### config.mk
export PLATFORM = sky130hd
export DESIGN_NAME = p_cacheline_adaptor
export DESIGN_NICKNAME = d
export VERILOG_FILES = /design/src/rtl/p_cacheline_adaptor.sv
export SDC_FILE = /design/constraint.sdc
export NUM_CORES = 1
export LEC_CHECK = 0
export ABC_AREA = 1
export BUFFER_PORTS_ARGS = -buffer_cell sky130_fd_sc_hd__buf_2
export CAP_MARGIN = 20
export CORE_AREA = 2 2 280 282
export CTS_CLUSTER_DIAMETER = 150
export DETAILED_ROUTE_END_ITERATION = 12
export DIE_AREA = 0 0 282 284
export PLACE_DENSITY = 0.61
export SLEW_MARGIN = 5
export SYNTH_ARGS = -nofsm -noshare
export SYNTH_HDL_FRONTEND = slang
export SYNTH_SLANG_ARGS = --single-unit
### constraint.sdc
create_clock -name clk -period 5.9 [get_ports clk]
set_input_delay 0.295 -clock clk [delete_from_list [all_inputs] [get_ports clk]]
set_output_delay 0.295 -clock clk [all_outputs]
set_load 0.005 [all_outputs]
### src/rtl/p_cacheline_adaptor.sv
// Turns one 256-bit cache-line read/write into a 4-beat 64-bit burst; pmem_resp pulses one cycle after the last beat (min 5 cycles).
// Backpressure: the burst stalls on any cycle without bmem_resp; a new request is taken only from IDLE.
module p_cacheline_adaptor #(
    parameter int s_line    = 256,
    parameter int s_burst   = 64,
    parameter int s_offset  = 5,
    parameter int num_beats = s_line / s_burst
) (
    input  logic                clk,
    input  logic                rst,
    input  logic                pmem_read,
    input  logic                pmem_write,
    input  logic [31:0]         pmem_address,
    input  logic [s_line-1:0]   pmem_wdata,
    output logic [s_line-1:0]   pmem_rdata,
    output logic                pmem_resp,
    output logic                bmem_read,
    output logic                bmem_write,
    output logic [31:0]         bmem_address,
    output logic [s_burst-1:0]  bmem_wdata,
    input  logic [s_burst-1:0]  bmem_rdata,
    input  logic                bmem_resp
);

    localparam int s_cnt = $clog2(num_beats);
    localparam logic [31:0] addr_mask = ~((32'd1 << s_offset) - 32'd1);

    typedef enum logic [1:0] {
        IDLE,
        RD_BURST,
        WR_BURST,
        DONE
    } state_t;

    state_t              state;
    logic [s_cnt-1:0]    cnt;
    logic [s_cnt-1:0]    cnt_nxt;
    logic                last_beat;
    logic [31:0]         addr;
    logic [s_line-1:0]   rline;
    logic [s_line-1:0]   wline;

    assign cnt_nxt   = cnt + s_cnt'(1);
    assign last_beat = (cnt == s_cnt'(num_beats - 1));

    assign bmem_address = addr;
    assign pmem_rdata   = rline;

    // Read and write lines are kept apart so a write burst never disturbs
    // the last read line still visible on pmem_rdata.
    always_ff @(posedge clk or negedge rst) begin
        if (!rst) begin
            state      <= IDLE;
            cnt        <= '0;
            addr       <= '0;
            rline      <= '0;
            wline      <= '0;
            pmem_resp  <= 1'b0;
            bmem_read  <= 1'b0;
            bmem_write <= 1'b0;
            bmem_wdata <= '0;
        end else begin
            case (state)
                IDLE: begin
                    pmem_resp <= 1'b0;
                    if (pmem_read) begin
                        state     <= RD_BURST;
                        addr      <= pmem_address & addr_mask;
                        cnt       <= '0;
                        bmem_read <= 1'b1;
                    end else if (pmem_write) begin
                        state      <= WR_BURST;
                        addr       <= pmem_address & addr_mask;
                        wline      <= pmem_wdata;
                        cnt        <= '0;
                        bmem_write <= 1'b1;
                        bmem_wdata <= pmem_wdata[s_burst-1:0];
                    end
                end
                RD_BURST: begin
                    if (bmem_resp) begin
                        rline[s_burst*cnt +: s_burst] <= bmem_rdata;
                        cnt <= cnt_nxt;
                        if (last_beat) begin
                            state     <= DONE;
                            bmem_read <= 1'b0;
                            pmem_resp <= 1'b1;
                        end
                    end
                end
                WR_BURST: begin
                    if (bmem_resp) begin
                        cnt <= cnt_nxt;
                        if (last_beat) begin
                            state      <= DONE;
                            bmem_write <= 1'b0;
                            bmem_wdata <= '0;
                            pmem_resp  <= 1'b1;
                        end else begin
                            // Present the following beat as soon as this one is accepted.
                            bmem_wdata <= wline[s_burst*cnt_nxt +: s_burst];
                        end
                    end
                end
                DONE: begin
                    pmem_resp <= 1'b0;
                    state     <= IDLE;
                end
                default: state <= IDLE;
            endcase
        end
    end

endmodule

==> run summary <==
================================================================================
Capturing element type of the critical path                             register
Number of DRC violations after detailed-routing iteration 0                1,767
Die span in y                                                             284 um
Power share of the combinational group                                     0.379
Post-Place Cells                                                           4,804
Worst hold-check slack                                                   56.5 ps
Fin crit share                                                             0.559
Final setup viols                                                              0
Cell Rows                                                                    102
Clock insertion delay at the later pin of the skew report                 620 ps
Worst Path Class, Setup                                               reg -> reg
Post-CTS setup buffers                                                         0
Max-cap viol count                                                             0
Remaining antenna violation count after routing                                0
Fraction of registers with async set/reset                                  1.00
Setup crit start kind                                                   register
Final std cells w/o fill                                                   5,284
Maximum number of pins on one net before global-route repair                 158
Clk pin slew, worst setup/hold paths                                       60 ps
Number of enable-type register cells in the synthesized netlist                0
Average footprint of a synthesized cell                                8.35 um^2
Share of synthesized area occupied by flip-flops and latches               0.562
Wire length of the first global-routing pass                          149,000 um
Required @ worst endpoint                                                6360 ps
Via count of the first global-routing pass                                26,000
Number of warnings reported in the yosys synthesis log                         0
Max-slew violation count                                                       0
Sum of net half-perimeters after detailed placement                    59,600 um
Boundary pin count                                                           712
Master cell of the clock root buffer                                sky130_fd_sc_hd__clkbuf_16
Routed wire per std cell                                                 18.4 um
Number of antenna violations at the first check in global routing             13
Final hold violation count                                                     0
Leading register cell type out of synthesis                         sky130_fd_sc_hd__dfrtp_1
Status                                                                 completed
PortBufs                                                                     701
Vias per inst                                                               4.91
Largest incremental delay on the critical path                            670 ps
Worst vdd rail ir drop                                                  0.379 mV
Cell-by-cell trace of the critical path                             inv_4, ha_1, clkinv_2, buf_4, nand3_1, o21ai_0
Total vias in the final route                                             26,000
Floorplan core area                                                  77,000 um^2
Worst path bufs/invs                                                           3
Setup tns final                                                             0 ps
Die outline area                                                     80,100 um^2
Leading post-synthesis cells by cell area                           sky130_fd_sc_hd__dfrtp_1 56%, sky130_fd_sc_hd__nand2_1 13%, sky130_fd_sc_hd__o21ai_0 11%, sky130_fd_sc_hd__inv_1 4.6%, sky130_fd_sc_hd__nand3_1 3.4%
Crit path from                                                            cnt[0]
Worst hold-check path type                                             in -> reg
Switching Fraction                                                         0.391
Reg2reg start                                                             cnt[0]
Clock Skew                                                               36.8 ps
Fraction of power consumed by the clock network                            0.262
Leak Pwr                                                                 18.6 nW
Switching power total                                                    6.76 mW
Count of mapped cells out of synthesis                                     3,255
Global Route Usage Sum                                                     0.237
Most frequent cell after synthesis                                  sky130_fd_sc_hd__nand2_1
P_int                                                                    10.5 mW
Total clock sinks                                                            610
Number of buffers added by the clock tree synthesis step                      70
CTS-repair resized insts                                                       0
Sequential group share of total power                                      0.359
Maximum achievable frequency                                             303 MHz
Worst path slowest cell                                             sky130_fd_sc_hd__clkinv_2
Data arrival at the endpoint of the critical path                        3760 ps
Power density over cell area                                         465 nW/um^2
Post-synthesis sequential element count                                      610
Proportion of layout cells with a drive suffix above 1                     0.221
Startpoint of the lowest-slack hold path                               bmem_resp
Max-slew headroom                                                          0.306
Cell Area, Synth                                                     27,200 um^2
Maximum number of buffers from clock root to sink                              3
Final estimated routing congestion in global placement                     0.828
Worst Path Max Fanout                                                         67
Ranking of synthesized cells by instance count                      926 x sky130_fd_sc_hd__nand2_1, 610 x sky130_fd_sc_hd__dfrtp_1, 573 x sky130_fd_sc_hd__o21ai_0, 335 x sky130_fd_sc_hd__inv_1, 185 x sky130_fd_sc_hd__nand3_1
Largest delay contributor family on the critical path               buffers and inverters
Worst-margin pin slew                                                    1040 ps
Number of DRC violations after detailed routing                                0
Share of the core filled with cells in the final layout                    0.483
H-tree levels                                                                  3
Crit path time final                                                     3300 ps
RSZ-0062 raised after global routing                                          no
Final WL                                                               97,200 um
TritonRoute pass-1 iters                                                       8
Layout Area Growth over Synthesis                                          36.8%
Total Nets Final                                                           4,552
Die Width                                                                 282 um
Yosys cell types                                                              30
Cell type with the highest aggregate area in the netlist            sky130_fd_sc_hd__dfrtp_1
Initial cell density of the core                                           0.353
Clock tree from TritonCTS                                                   done
Total grt overflow                                                             0
Fraction of synthesized cell area taken by the top area cell type          0.562
================================================================================
## worst paths after layout
check	slack, ps	endpoint	cells past startpoint
setup / recovery	2600	pmem_rdata[85]	6
min in group asynchronous	300	bmem_address[31]	2
hold / removal	60	pmem_resp	3
setup reg to reg	2600	pmem_rdata[85]	6
max in group asynchronous	4050	wline[214]	3
hold reg to reg	470	pmem_rdata[155]	2
## cell families after synthesis
family	after synthesis	synth area share
adder cells (fa/ha/maj)	11	0.00507
multiplexers	27	0.0112
AO/OA/AOI/OAI	777	0.149
buffers and inverters	570	0.0881
AND/OR/NAND/NOR	1259	0.185
other	1	0.000138
flip-flops	610	0.562
## power groups by stage
stage	clock network [mW]	logic (mW)	registers, mW
2_1_floorplan	0	3.99	6.20
3_3_place_gp	0	6.26	6.21
3_5_place_dp	0	6.32	6.26
4_1_cts	4.62	6.55	6.20
5_1_grt	4.79	7.36	6.34
6_report	4.53	6.54	6.20
## registers in the layout (all words and copies together), names as in the netlist
| name | flops |
|---|---|
| bmem_wdata | 64 |
| bmem_write | 1 |
| pmem_resp | 1 |
| wline | 256 |
| bmem_address | 27 |
| pmem_rdata | 256 |
| bmem_read | 1 |
| state | 2 |
| cnt | 2 |
## cell usage in the layout (no fill, tap or decap), drive strengths merged
| cell | count |
|---|---|
| dfrtp | 610 |
| nor2 | 139 |
| inv | 343 |
| diode | 10 |
| buf | 734 |
| dlygate4sd3 | 347 |
| ha | 11 |
| conb | 5 |
| nand3 | 188 |
| nand4 | 2 |
| o211ai | 1 |
| a21oi | 130 |
| mux2 | 27 |
| clkinv | 13 |
| clkinvlp | 1 |
| o21ai | 645 |
| bufinv | 6 |
| o31ai | 1 |
| nand2 | 930 |
| clkbuf | 101 |
## repair_timing
action,in CTS,in global routing
endpoints found under the setup margin,0,0
hold buffers,347,0
endpoints found under the hold margin,533,0
## through the flow
stage / instance area [um^2] / total power [mW] / setup slack (ps)
2_1_floorplan: 27200 / 10.2 / 3800
3_3_place_gp: 31300 / 12.5 / 2540
3_5_place_dp: 31300 / 12.6 / 2570
4_1_cts: 37100 / 17.4 / 2550
5_1_grt: 37200 / 18.5 / 2390
6_report: 37200 / 17.3 / 2600
## area by class of cell
type	instances	area, um^2
antenna	10	25.0
multi-input combinational	2079	9570
timing repair buffer	1081	7330
fill	7296	39800
tap	1040	1300
inverter	342	1290
clock inverter	21	349
clock buffer	101	2040
sequential	610	15300
## worst min-delay path: cells and delay by family
kind,cells,cell delay [ps]
compound gates,1,70
simple gates,1,120
buf+inv,1,150
## layer usage
metal / part of all wire / vias to the layer above / wire length (um) / track usage
met3: 0.075 / 258 / 7250 / 0.0509
met4: 0.043 / 6 / 4220 / 0.106
met1: 0.41 / 12500 / 39900 / 0.296
met5: 0.00038 / - / 37 / 0
li1: - / 12200 / - / -
met2: 0.47 / 979 / 45900 / 0.392
(Power assumes the default switching activity.)
